$ cat src/rtl/microwave_controller_pl.sv
// Microwave controller: keypad BCD entry, countdown with power-level duty cycle, door interlock, pause/resume, DONE.
// Latency: button events act two edges after the press is first sampled; door open gates mag_on combinationally.
// Backpressure: none; all buttons are level inputs sampled every cycle, and events arriving in ignored states are dropped.
// Ports: clock/clearn; keypad[9:0], startn, stopn, power_key, door_closed in;
//        mag_on, sec_ones, sec_tens, mins, power_level, done, state out.
module microwave_controller_pl #(
    parameter int TICKS_PER_SEC = 100,
    parameter int MIN_DIGITS    = 1,
    parameter int POWER_LEVELS  = 4
) (
    input  logic                                clock,
    input  logic                                clearn,
    input  logic [9:0]                          keypad,
    input  logic                                startn,
    input  logic                                stopn,
    input  logic                                power_key,
    input  logic                                door_closed,
    output logic                                mag_on,
    output logic [3:0]                          sec_ones,
    output logic [3:0]                          sec_tens,
    output logic [4*MIN_DIGITS-1:0]             mins,
    output logic [$clog2(POWER_LEVELS+1)-1:0]   power_level,
    output logic                                done,
    output logic [2:0]                          state
);

    localparam int ND = MIN_DIGITS + 2;             // total BCD digits
    localparam int TW = $clog2(TICKS_PER_SEC);
    localparam int SW = $clog2(POWER_LEVELS);
    localparam int PW = $clog2(POWER_LEVELS + 1);

    typedef enum logic [2:0] {
        S_IDLE   = 3'd0,
        S_ENTRY  = 3'd1,
        S_COOK   = 3'd2,
        S_PAUSED = 3'd3,
        S_DONE   = 3'd4
    } state_t;

    state_t          cur_state, nxt_state;
    logic [4*ND-1:0] time_q, time_n, time_dec, time_shift, time_fresh;
    logic [TW-1:0]   tick_q, tick_n;
    logic [SW-1:0]   slot_q, slot_n;
    logic [PW-1:0]   power_q, power_n;
    logic            mag_q, mag_n;

    // Two-deep sample of every button; events compare the two samples.
    logic [9:0] key_q, key_qq;
    logic       startn_q, startn_qq, stopn_q, stopn_qq, pwr_q, pwr_qq;

    always_ff @(posedge clock or negedge clearn) begin
        if (!clearn) begin
            key_q     <= '0;
            key_qq    <= '0;
            startn_q  <= 1'b1;
            startn_qq <= 1'b1;
            stopn_q   <= 1'b1;
            stopn_qq  <= 1'b1;
            pwr_q     <= 1'b0;
            pwr_qq    <= 1'b0;
        end else begin
            key_q     <= keypad;
            key_qq    <= key_q;
            startn_q  <= startn;
            startn_qq <= startn_q;
            stopn_q   <= stopn;
            stopn_qq  <= stopn_q;
            pwr_q     <= power_key;
            pwr_qq    <= pwr_q;
        end
    end

    logic       key_ev, start_ev, stop_ev, pwr_ev;
    logic [3:0] key_val;

    // A key counts only when the new pattern is a single key that was not already held.
    assign key_ev   = $onehot(key_q) && (|(key_q & ~key_qq));
    assign start_ev = startn_qq & ~startn_q;
    assign stop_ev  = stopn_qq & ~stopn_q;
    assign pwr_ev   = pwr_q & ~pwr_qq;

    always_comb begin
        key_val = 4'd0;
        for (int i = 0; i < 10; i++) begin
            if (key_q[i]) key_val = 4'(i);
        end
    end

    logic time_zero, dec_zero, tick_end, borrow;

    assign time_zero  = (time_q == '0);
    assign tick_end   = (tick_q == TW'(TICKS_PER_SEC - 1));
    assign time_shift = {time_q[4*ND-5:0], key_val};     // top minute digit falls off
    assign time_fresh = {{(4*ND-4){1'b0}}, key_val};     // DONE clears before shifting

    // Single-second BCD decrement; the seconds-tens digit borrows to 5, all others to 9.
    always_comb begin
        time_dec = time_q;
        borrow   = 1'b1;
        for (int i = 0; i < ND; i++) begin
            if (borrow) begin
                if (time_q[4*i +: 4] == 4'd0) begin
                    time_dec[4*i +: 4] = (i == 1) ? 4'd5 : 4'd9;
                end else begin
                    time_dec[4*i +: 4] = time_q[4*i +: 4] - 4'd1;
                    borrow             = 1'b0;
                end
            end
        end
    end

    assign dec_zero = (time_dec == '0);

    // FSM: state register
    always_ff @(posedge clock or negedge clearn) begin
        if (!clearn) cur_state <= S_IDLE;
        else         cur_state <= nxt_state;
    end

    // FSM: next state; event priority is stop > start > key > power
    always_comb begin
        nxt_state = cur_state;
        case (cur_state)
            S_IDLE, S_ENTRY: begin
                if (stop_ev)                           nxt_state = S_IDLE;
                else if (start_ev) begin
                    if (door_closed && !time_zero)     nxt_state = S_COOK;
                end
                else if (key_ev)                       nxt_state = S_ENTRY;
            end
            S_COOK: begin
                if (!door_closed || stop_ev)           nxt_state = S_PAUSED;
                else if (tick_end && dec_zero)         nxt_state = S_DONE;
            end
            S_PAUSED: begin
                if (stop_ev)                           nxt_state = S_IDLE;
                else if (start_ev && door_closed)      nxt_state = S_COOK;
            end
            S_DONE: begin
                if (stop_ev || start_ev)               nxt_state = S_IDLE;
                else if (key_ev)                       nxt_state = S_ENTRY;
            end
            default:                                   nxt_state = S_IDLE;
        endcase
    end

    // Datapath next values, same priority as the FSM
    always_comb begin
        time_n  = time_q;
        tick_n  = tick_q;
        slot_n  = slot_q;
        power_n = power_q;
        case (cur_state)
            S_IDLE, S_ENTRY: begin
                if (stop_ev) time_n = '0;
                else if (start_ev) begin
                    if (door_closed && !time_zero) begin
                        tick_n = '0;
                        slot_n = '0;
                    end
                end
                else if (key_ev) time_n = time_shift;
                else if (pwr_ev) power_n = (power_q == PW'(POWER_LEVELS)) ? PW'(1) : power_q + 1'b1;
            end
            S_COOK: begin
                // An open door freezes the countdown even on a terminal tick.
                if (door_closed && !stop_ev) begin
                    if (tick_end) begin
                        tick_n = '0;
                        time_n = time_dec;
                        slot_n = (slot_q == SW'(POWER_LEVELS - 1)) ? '0 : slot_q + 1'b1;
                    end else begin
                        tick_n = tick_q + 1'b1;
                    end
                end
            end
            S_PAUSED: begin
                if (stop_ev) time_n = '0;
                else if (start_ev && door_closed) tick_n = '0;   // slot kept so the duty frame resumes
            end
            S_DONE: begin
                if (stop_ev || start_ev) time_n = '0;
                else if (key_ev) time_n = time_fresh;
            end
            default: time_n = '0;
        endcase
        mag_n = (nxt_state == S_COOK) && (PW'(slot_n) < power_q);
    end

    always_ff @(posedge clock or negedge clearn) begin
        if (!clearn) begin
            time_q  <= '0;
            tick_q  <= '0;
            slot_q  <= '0;
            power_q <= PW'(POWER_LEVELS);
            mag_q   <= 1'b0;
        end else begin
            time_q  <= time_n;
            tick_q  <= tick_n;
            slot_q  <= slot_n;
            power_q <= power_n;
            mag_q   <= mag_n;
        end
    end

    // FSM: outputs; the door term bypasses the register for an immediate interlock
    always_comb begin
        state  = cur_state;
        done   = (cur_state == S_DONE);
        mag_on = mag_q & door_closed;
    end

    assign sec_ones    = time_q[3:0];
    assign sec_tens    = time_q[7:4];
    assign mins        = time_q[4*ND-1:8];
    assign power_level = power_q;

endmodule

$ cat config.mk
export PLATFORM = sky130hd
export DESIGN_NAME = microwave_controller_pl
export DESIGN_NICKNAME = d
export VERILOG_FILES = /design/src/rtl/microwave_controller_pl.sv
export SDC_FILE = /design/constraint.sdc
export NUM_CORES = 1
export LEC_CHECK = 0
export CORE_UTILIZATION = 30
export CTS_CLUSTER_DIAMETER = 40
export DETAILED_ROUTE_END_ITERATION = 10
export REMOVE_ABC_BUFFERS = 1
export SYNTH_ARGS = -nofsm -noshare
export SYNTH_HDL_FRONTEND = slang
export SYNTH_SLANG_ARGS = --single-unit
$ cat constraint.sdc
create_clock -name clock -period 8.8 [get_ports clock]
set_clock_uncertainty 0.2 [all_clocks]
set_input_delay 1.32 -clock clock [delete_from_list [all_inputs] [get_ports clock]]
set_output_delay 1.32 -clock clock [all_outputs]
set_load 0.02 [all_outputs]
# After elaboration in Yosys (flattened, before gate mapping)
# Index checks and enable logic that the tools add are counted.
dict set report totals {
  inputBits 16
  wordCells 137
  reg_bits 54
}
dict set report op_classes {
  add_sub_neg 15
  eq_ne 20
  magnitude_cmp 1
  n_mux 52
  n_reduce_logical 23
  bitwise_logic 12
}
# op n
set op_table {}
lappend op_table {{two-way mux 12 bit} 8}
lappend op_table {{two-way mux 4 bit} 13}
lappend op_table {{two-way mux 7 bit} 7}
lappend op_table {{case mux 12 bit (4 select lines)} 1}
lappend op_table {{two-way mux 3 bit} 10}
lappend op_table {{zero test 12 bit} 2}
lappend op_table {{case mux 7 bit (3 select lines)} 1}
lappend op_table {{!= test 2 bit, second input constant} 8}
lappend op_table {{zero test 4 bit} 3}
lappend op_table {{two-way mux 2 bit} 6}
lappend op_table {{case mux 3 bit (4 select lines)} 1}
lappend op_table {{subtractor 4 x 1 -> 4 bit, second input constant} 3}
lappend op_table {{adder 1 x 1 -> 2 bit} 5}
lappend op_table {{bitwise AND 10 bit} 1}
lappend op_table {{NOT 10 bit} 1}
lappend op_table {{OR reduction 10 bit} 1}
lappend op_table {{equality test 3 x 2 -> 1 bit, second input constant} 3}
lappend op_table {{adder 7 x 1 -> 7 bit, second input constant} 1}
lappend op_table {{equality test 7 bit, second input constant} 1}
lappend op_table {{AND reduction 7 bit} 1}
lappend op_table {{adder 2 x 2 -> 3 bit} 2}
lappend op_table {{equality test 3 bit, second input constant} 2}
lappend op_table {{logical AND 1 bit} 6}
lappend op_table {{!= test 3 bit, second input constant} 2}
lappend op_table {{other kinds (20)} 34}

# Logic depth before layout (Yosys ltp)
# Gate-level depths: netlist of run 1.
dict set report logic_depth {
  depth_word 13
  mapped_depth 15
  depth_no_buf 14
}

# Least setup slack after synthesis of run 1
# No wires, ideal clock.
dict set report synth_path {
  kind {register to register}
  startpoint {register key_q[5]}
  endpoint {register time_q[3]}
  setup_slack_ns 4.621
  setup_ns 0.125
  synth_period_minus_slack_ns 4.179
  path_stages_with_launch 15
  arrival_time_ns 3.854
  required_ns 8.475
  path_cell_list {dfrtp_1 > fa_1 > fa_1 > inv_1 > fa_1 > inv_1 > ha_1 > inv_1 > fa_1 > a2111o_1 > a21oi_1 > o41ai_2 > o21ba_2 > nor2_2 > mux2_2}
}
dict set report synth_between {
  elab_chain_len 9
  elab_cells_between_ends 22
  classes_between {4 x add/sub; 3 x eq/ne; 11 x mux; 1 x bitwise; 3 x reduce/logical}
}
# item line_no
set synth_rtl {}
lappend synth_rtl {{start, declared} 48} ;# logic [9:0] key_q, key_qq;
lappend synth_rtl {{start signal, assigned} 62} ;# key_q <= keypad;
lappend synth_rtl {{parallel branches: the longest is 9 deep, another holds adder 3 x 3 -> 4 bit} n/a}
lappend synth_rtl {{end signal, assigned} 198} ;# time_q <= time_n;
lappend synth_rtl {{end, declared} 41} ;# logic [4*ND-1:0] time_q, time_n, time_dec, time_shift, time_fresh;
# Parallel ways; which one is timed is not known. The select of a mux whose other input is x is not followed.
# A chain may end at the register's enable or synchronous reset.

# Worst setup path after layout of run 1
dict set report layout_path {
  startpoint {register key_q[5]}
  endpoint {register time_q[1]}
}
# The elaborated chain is that of the path after synthesis.

==> results of run 1 <==
[cells in the mapped netlist, types with 2 or more instances]
| master | count | area share, % |
|---|---|---|
| nand3_1 | 8 | 1.4 |
| nor2b_1 | 3 | 0.66 |
| buf_6 | 2 | 0.80 |
| or3_1 | 2 | 0.44 |
| or4_1 | 2 | 0.53 |
| a21oi_1 | 12 | 2.1 |
| fa_1 | 6 | 4.3 |
| and2_1 | 3 | 0.66 |
| o21ai_1 | 12 | 2.1 |
| buf_2 | 3 | 0.53 |
| nand2b_1 | 8 | 1.8 |
| dfstp_2 | 5 | 4.7 |
| nor2_1 | 21 | 2.8 |
| nand4_1 | 2 | 0.44 |
| inv_1 | 20 | 2.7 |
| nand2_1 | 23 | 3.1 |
| and3_1 | 3 | 0.66 |
| nor2_2 | 2 | 0.44 |
| nand3b_1 | 2 | 0.53 |
| dfrtp_1 | 49 | 43 |
| nor3_1 | 6 | 1.1 |
| o22a_1 | 2 | 0.62 |
| nor3b_1 | 5 | 1.3 |
| o41ai_1 | 2 | 0.62 |
| o31ai_1 | 9 | 2.4 |
| clkbuf_1 | 4 | 0.53 |
| ha_1 | 7 | 3.1 |
| a32oi_1 | 3 | 0.93 |
| o22ai_1 | 6 | 1.3 |
| o21bai_1 | 2 | 0.53 |
| o21ai_0 | 7 | 1.2 |
| a22oi_1 | 2 | 0.53 |
| a221o_1 | 3 | 1.1 |
[report_power, final]
part	leakage [uW]	internal (uW)	switching (uW)
clock	0.0000618	93.7	83.0
combinational	0.000720	201	241
sequential	0.000663	298	79.2
total	0.00144	593	403
[area by class of cell]
class | count | area (sq um) | share of cell area [%]
multi-input cells | 193 | 1330 | 39.2
clock buffers | 6 | 82.6 | 2.43
repair buffers | 38 | 368 | 10.8
flip-flops and latches | 54 | 1360 | 39.9
inverters | 21 | 78.8 | 2.32
clock inverters | 2 | 38.8 | 1.14
well taps | 111 | 139 | 4.09
[sequential cells by signal (all words and copies together) (netlist names)]
register,flops
stopn_q,1
key_qq,10
power_level,3
state,3
stopn_qq,1
key_q,10
pwr_q,1
startn_qq,1
mag_q,1
slot_q,2
startn_q,1
tick_q,7
pwr_qq,1
time_q,12
[routing by layer]
metal | GRT usage, % | share of wire (%) | vias to the layer above
li1 | - | - | 1068
met2 | 20.7 | 46 | 54
met5 | 0 | 0 | -
met1 | 19.3 | 49 | 1079
met4 | 3.10 | 0.92 | 0
met3 | 2.48 | 4.4 | 7
[through the flow]
stage,setup slack (ns),instances
2_1_floorplan,4.56,268
3_3_place_gp,4.40,417
3_5_place_dp,4.25,417
4_1_cts,4.20,425
5_1_grt,4.05,425
6_report,4.23,425
[path summary, 6_finish.rpt]
path	to	startpoint
worst min-delay path	startn_qq	startn_q
max in group asynchronous	key_qq[4]	clearn
min in group asynchronous	time_q[6]	clearn
worst min register to register	startn_qq	startn_q
worst max-delay path	time_q[1]	key_q[5]
worst max register to register	time_q[1]	key_q[5]
[cells by family (layout without fill, tap and decap cells)]
logic type | count (synthesis) | count (layout) | synth area share (%)
and+or+nand+nor | 101 | 101 | 19.9
AOI/OAI and AO/OA | 75 | 75 | 18.6
DFF | 54 | 54 | 48.1
buffers and inverters | 30 | 67 | 4.65
adders and majority gates | 13 | 13 | 7.36
muxes | 3 | 3 | 1.15
xor gates and xnor gates | 1 | 1 | 0.310
[worst max-delay path: cells and delay by family, from the launching register on]
family,cells,cell delay (ns)
flip-flops,1,0.46
buffers and inverters,3,0.17
multiplexers,1,0.35
AO/OA/AOI/OAI,4,1.07
AND/OR/NAND/NOR,1,0.23
adder cells (fa/ha/maj),5,1.98
==> results by group, run 1 <==
Status
  – Status: finished clean

Place
  – Placement Cell Area: around 0.0033 sq mm
  – Detailed placer's ending HPWL: 4390 um
  – GPL Wtd Cong: 0.755
  – IO buf count: 35

Clocking
  – Clock latency on the worst-skew pair: roughly 0.3 ns
  – Clk sinks: 54
  – H-tree Lvls: 2
  – Post-cts sizing count: 0
  – Cts hold-fix bufs: 0
  – Post-CTS setup buffers: 0
  – CTS Buf Count: 5
  – Root buffer selected by CTS: clkbuf_8
  – Clk slew on worst S/H paths: 0.10 ns
  – TritonCTS clock tree: yes
  – Clock Path Buffers: 2

Floorplanning
  – Chip height: between 90 and 100 um
  – Die Wd: about 99 um
  – Row count: 35
  – IO Pins: 36
  – Die area: 0.00980 sq mm
  – Initial core utilization: 30.7%
  – Core Box Area: a little over 0.009 sq mm

Layout
  – Fillcell total: slightly above 900
  – Most common cell after layout, fill and taps aside: dfrtp_1
  – Post-synthesis to final-layout area growth: 20.4%
  – Final Net Count: between 300 and 400
  – Ant. Diodes: 0
  – Layout cells sized above 1: 9.24%
  – Finished Cell Area: between 0.003 and 0.004 sq mm
  – Most frequent cells in the layout: dfrtp_1, clkdlybuf4s50_1, nand2_1, nor2_1, inv_1
  – Core Util, Final: between 30% and 40%

STA
  – Max-slew headroom: between 30 and 40%
  – # setup viols final: 0
  – Maximum clock rate: 219 MHz
  – RSZ-0062 raised after global routing: no
  – Final hold slack: 0.185 ns
  – TNS Setup: 0 ns
  – Final hold vios: 0
  – Max-slew violation count: 0
  – Worst Tran Pin Value: roughly 1 ns
  – Tmin final: ~4.6 ns
  – Final Cycle Share: 51.9%

Synthesis
  – Cell variety after synth: 64
  – Post-Syn Area: about 0.0028 sq mm
  – Number of synthesized flops with an enable pin: 0
  – Synth Register Bits: 54
  – Cells after Synth: ~280
  – Warnings, synthesis: 0
  – Asr flop ratio synth: 100%
  – Post-synth top flop: dfrtp_1
  – Post-Synthesis Mean Instance Area: a little over 10 sq um
  – Seq/Total Area, Yosys: 48.1%

Min path
  – Hold Path Class: reg2reg
  – WHS Path Cells: 0

Global route
  – GRT Resource Usage Total: a little over an eighth
  – Vias in the first global route: ~2100
  – Global-route wire length before repair: between 10000 and 15000 um
  – Initial antenna violation count: 0
  – Grt ovf: 0
  – Largest net degree at the start of global routing: 55

Worst setup path
  – Worst Setup Path Type: reg2reg
  – Top cell by count, worst path: fa_1
  – Slowest stage delay, CP: approximately 0.52 ns
  – CP Max Fanout: 12
  – Critical path, cell by cell: fa_1, fa_1, inv_1, fa_1, inv_1, ha_1, inv_1, fa_1, a2111o_1, a21oi_1, o41ai_2, o21ba_2, nor2_2, mux2_1
  – Crit path launch type: register
  – Reg2Reg Setup Slack: 4.23 ns
  – CP required: slightly below 9 ns
  – CP arrival: roughly 4.6 ns
  – Critical Path Slowest Stage Cell: fa_1
  – Crit path capture type: register
  – Worst r2r path cells: 14

Detailed routing
  – Routed WL: 6060 um
  – Initial DRC Count: 99
  – Residual DRC: 0
  – Final ANT Viol Nets: 0
  – Via density: ~5.2
  – Total number of vias: approximately 2200
  – Avg WL per Cell: about 14 um
  – Detailed Routing Iterations Pass 1: 4

Power
  – Final Total Pwr: approximately 1000 uW
  – Worst vdd ir: between 80 and 90 uV
  – Cell Pwr Density: 293 mW/mm^2
  – Leakage power: between 0.001 and 0.0015 uW

Job
  – Max-Cap Viols: 0
No activity file was read; power rests on OpenSTA's default activity.
==> run 2, diff against run 1 <==
Clock period 8.8 ns to 3.8 ns, I/O delays scaled along.
==> results by group, run 2 (same netlist as run 1, synthesis figures left out) <==
Status
  – Status: finished, violations left
  – Failing checks: setup timing

STA
  – TNS Setup: -3.69 ns
  – # setup viols final: 17
  – Maximum clock rate: approximately 240 MHz
  – Tmin final: around 4.1 ns
  – Final Cycle Share: 109%
  – RSZ-0062 raised after global routing: yes
  – Worst Tran Pin Value: approximately 1.3 ns
  – Setup ws final: -0.346 ns
  – Max-slew violation count: 0
  – Final hold vios: 0
  – Max-slew headroom: approximately an eighth

Job
  – Max-Cap Viols: 0

Worst setup path
  – Worst Setup Path Type: reg2reg
  – CP required: 3.81 ns
  – Crit path launch type: register
  – CP arrival: 4.15 ns
  – Crit path capture type: register
  – CP Max Fanout: 5

Global route
  – Largest net degree at the start of global routing: 39
  – Vias in the first global route: 2198
  – GRT Resource Usage Total: roughly 13%
  – Global-route wire length before repair: ~11000 um
  – Initial antenna violation count: 0
  – Grt ovf: 0

Detailed routing
  – Avg WL per Cell: 13.9 um
  – Routed WL: 6140 um
  – Via density: approximately 5.2
  – Residual DRC: 0
  – Final ANT Viol Nets: 0
  – Total number of vias: 2273
  – Detailed Routing Iterations Pass 1: 4
  – Initial DRC Count: ~140

Layout
  – Largest Register: time_q
  – Top flop regs: time_q x12, key_q x10, key_qq x10
  – Finished Cell Area: ~0.0036 sq mm
  – Most common cell after layout, fill and taps aside: dfrtp_1
  – Most frequent cells in the layout: dfrtp_1, clkdlybuf4s50_1, nand2_1, nor2_1, inv_1
  – Layout cells sized above 1: between 10% and 20%
  – Ant. Diodes: 0
  – Core Util, Final: 39.2%
  – Post-synthesis to final-layout area growth: 27.7%
  – Max reg flops: 12
  – Final Net Count: around 360

Floorplanning
  – Die area: 0.00980 sq mm
  – Die Wd: roughly 100 um
  – Chip height: between 90 and 100 um
  – Row count: 35
  – Initial core utilization: a little under a third
  – IO Pins: 36
  – Core Box Area: 0.00920 sq mm

Clocking
  – TritonCTS clock tree: yes
  – Clk sinks: 54
  – Root buffer selected by CTS: clkbuf_8
  – H-tree Lvls: 2
  – Clk slew on worst S/H paths: around 0.1 ns
  – Clock latency on the worst-skew pair: 0.31 ns
  – CTS Buf Count: 5
  – Clock Path Buffers: 2

Place
  – Placement Cell Area: around 0.0034 sq mm
  – Detailed placer's ending HPWL: between 4000 and 5000 um
  – IO buf count: 35
  – GPL Wtd Cong: ~0.82

Power
  – Worst vdd ir: 205 uV
  – Cell Pwr Density: 679 mW/mm^2
  – Final Total Pwr: 2450 uW
  – Leakage power: approximately 0.0015 uW

Min path
  – Hold Path Class: in2async
==> run 2: cell count changes in the layout (fill, tap and decap cells not counted), sizes merged <==
cell | before | now
buf | 4 | 19
clkinv | 0 | 1
clkbuf | 6 | 5
==> run 2: area by class of cell <==
cell class / count / area (sq um)
Fill cell: 922 / 5590
Clock inverter: 3 / 47.5
Multi-Input combinational cell: 193 / 1420
Sequential cell: 54 / 1360
Tap cell: 111 / 139
Inverter: 21 / 78.8
Clock buffer: 5 / 68.8
Timing Repair Buffer: 53 / 492
==> run 2: metal layers <==
metal  wire length (um)  global-route usage, %
met4                 78                   4.25
met2               2810                   21.1
met5                  0                      0
met1               2960                   18.6
met3                285                   2.55
==> run 2: what timing repair did <==
item                                    CTS  global route
endpoints found under the setup margin   18            18
hold buffers                              0             0
buffers inserted                          2             1
pin swaps                                11             9
resized for setup                        20             6
==> run 2: power by group <==
group          internal, uW  switching (uW)  total (uW)
registers               690             182         872
logic                   557             620        1180
clock network           200             200         400
total                  1450            1000        2450
==> run 2: worst paths after layout <==
path | from | endpoint | slack (ns) | cells after the start
max | key_q[0] | time_q[1] | -0.35 | 14
min | clearn | time_q[8] | 0.16 | 1
max reg2reg | key_q[0] | time_q[1] | -0.35 | 14
min reg2reg | startn_q | startn_qq | 0.18 | 0
max in group asynchronous | clearn | startn_q | 2.43 | 2
min in group clock | startn_q | startn_qq | 0.18 | 0
==> run 2: worst max-delay path, stage by stage, from the launching register on <==
cell      delay [ns]
dfrtp_1         0.41
fa_1            0.50
fa_1            0.51
inv_1           0.05
fa_1            0.42
inv_1           0.06
ha_2            0.18
inv_2           0.04
fa_2            0.33
a2111o_1        0.31
a21oi_2         0.20
o41ai_4         0.11
o21ba_4         0.24
nor2_4          0.16
mux2_4          0.32
==> run 2: metrics by stage <==
step	hold slack, ns	worst slack (ns)	std cells
finish	0.159	-0.346	440
global route	0.194	-0.493	440
CTS	0.184	-0.328	439
detailed placement	0.167	-0.474	429
global placement	0.165	-0.437	429
floorplan	0.0744	-0.440	268
==> run 3, diff against run 2 <==
Settings changed: CORE_MARGIN set to 3.
==> results by group, run 3 (same netlist as run 1, synthesis figures left out) <==
Clocking
  – Clk slew on worst S/H paths: about 0.11 ns
  – Clk sinks: 54
  – Clock Path Buffers: 2
  – Root buffer selected by CTS: clkbuf_8
  – CTS Buf Count: 5
  – TritonCTS clock tree: yes
  – Clock latency on the worst-skew pair: 0.32 ns
  – H-tree Lvls: 2

Detailed routing
  – Avg WL per Cell: 14.8 um
  – Via density: 5.23
  – Routed WL: between 6000 and 7000 um
  – Detailed Routing Iterations Pass 1: 5
  – Final ANT Viol Nets: 0
  – Initial DRC Count: between 100 and 150
  – Residual DRC: 0
  – Total number of vias: roughly 2300

Layout
  – Largest Register: time_q
  – Top flop regs: time_q x12, key_q x10, key_qq x10
  – Post-synthesis to final-layout area growth: 27.0%
  – Ant. Diodes: 0
  – Final Net Count: ~360
  – Fillcell total: roughly 900
  – Most common cell after layout, fill and taps aside: dfrtp_1
  – Post-Layout Cell Count: roughly 440
  – Layout cells sized above 1: 18.0%
  – Register area: 0.00136 sq mm
  – Area of the multi-input gates: 0.00143 sq mm
  – Most frequent cells in the layout: dfrtp_1, clkdlybuf4s50_1, nand2_1, nor2_1, inv_1
  – Max reg flops: 12

Worst setup path
  – CP Max Fanout: 6
  – Crit path launch type: register
  – Worst r2r path cells: 15
  – Crit path capture type: register
  – Critical R2R Capture: time_q[11]
  – CP required: 3.85 ns
  – CP startpoint: key_q[5]
  – CP arrival: 4.12 ns
  – Reg2Reg Setup Slack: -0.27 ns
  – Reg2reg start: key_q[5]
  – Worst Setup Path Type: reg2reg

Floorplanning
  – Die area: approximately 0.011 sq mm
  – Initial core utilization: between 30% and 40%
  – Row count: 34
  – Die Wd: between 100 and 150 um
  – Core Box Area: 0.00893 sq mm
  – IO Pins: 36
  – Chip height: 103 um

Job
  – Max-Cap Viols: 0

STA
  – Worst Tran Pin Value: roughly 1.3 ns
  – Final Cycle Share: 107%
  – # setup viols final: 13
  – Final hold vios: 0
  – Max-slew violation count: 0
  – Tmin final: slightly above 4 ns
  – Setup ws final: -0.269 ns
  – Maximum clock rate: 246 MHz
  – Final hold slack: between 0.1 and 0.15 ns
  – RSZ-0062 raised after global routing: yes
  – Max-slew headroom: 10.3%

Place
  – Detailed placer's ending HPWL: ~4700 um
  – Placed cell count: about 430
  – GPL Wtd Cong: 0.778
  – IO buf count: 35

Global route
  – Grt ovf: 0
  – Initial antenna violation count: 0
  – Vias in the first global route: around 2200
  – GRT Resource Usage Total: 12.7%
  – Global-route wire length before repair: approximately 11000 um
  – Largest net degree at the start of global routing: 33

Status
  – Failing checks: setup timing
  – Status: finished, violations left

Power
  – Cell Pwr Density: 671 mW/mm^2
  – Leakage power: approximately 0.0015 uW
  – Worst vdd ir: 221 uV

Min path
  – Hold Path Class: in2async
-- run 3: per-stage QoR --
step	power, uW	worst slack (ns)	utilization [%]	setup TNS (ns)	area, sq um
floorplan	1520	-0.440	-	-3.35	2770
CTS	2370	-0.297	39.4	-3.12	3520
global route	2580	-0.420	40.1	-5.43	3580
global placement	1940	-0.416	37.6	-5.33	3360
finish	2400	-0.269	40.1	-2.93	3580
detailed placement	1950	-0.539	37.6	-7.12	3360
-- run 3: report_power, final --
| part | total (uW) | switching (uW) | internal, uW |
|---|---|---|---|
| Combinational | 1180 | 630 | 553 |
| Sequential | 873 | 183 | 690 |
| Clock | 349 | 211 | 138 |
| Total | 2400 | 1020 | 1380 |
-- run 3: worst max-delay path: stages (launching register included) --
cell and delay, ns:
dfrtp_1 0.41, fa_1 0.50, fa_1 0.52, inv_1 0.05
fa_1 0.43, inv_1 0.07, ha_2 0.17, inv_2 0.04
fa_2 0.33, a2111o_1 0.30, a21oi_2 0.14, o41ai_2 0.10
o21ba_4 0.24, buf_6 0.12, or2_4 0.27, o21ai_2 0.12
-- run 3: final cells by class --
| type | instances | share of cell area (%) |
|---|---|---|
| Clock buffer | 5 | 1.92 |
| Clock inverter | 3 | 0.803 |
| Inverter | 21 | 2.20 |
| Multi-Input combinational cell | 193 | 40.0 |
| Sequential cell | 54 | 37.9 |
| Tap cell | 108 | 3.77 |
| Timing Repair Buffer | 52 | 13.4 |
-- run 3: worst max path at each step --
stage / to / slack [ns]
after floorplan: time_q[3] / -0.44
after global placement: time_q[3] / -0.42
after detailed placement: time_q[3] / -0.54
after CTS: time_q[3] / -0.30
after global routing: time_q[11] / -0.42
final: time_q[11] / -0.27
-- run 3: timing repair --
item	CTS	global route
setup buffers	1	2
setup endpoints to repair	18	18
hold endpoints to repair	0	0
pin swaps	11	2
gates resized for setup	14	10
hold buffers	0	0
-- run 3: routing by layer --
| layer | vias to the layer above | wire, um | GRT usage, % |
|---|---|---|---|
| li1 | 1103 | - | - |
| met5 | - | 0 | 0 |
| met3 | 5 | 277 | 2.71 |
| met1 | 1125 | 3090 | 17.8 |
| met4 | 0 | 55 | 2.89 |
| met2 | 47 | 3030 | 20.2 |
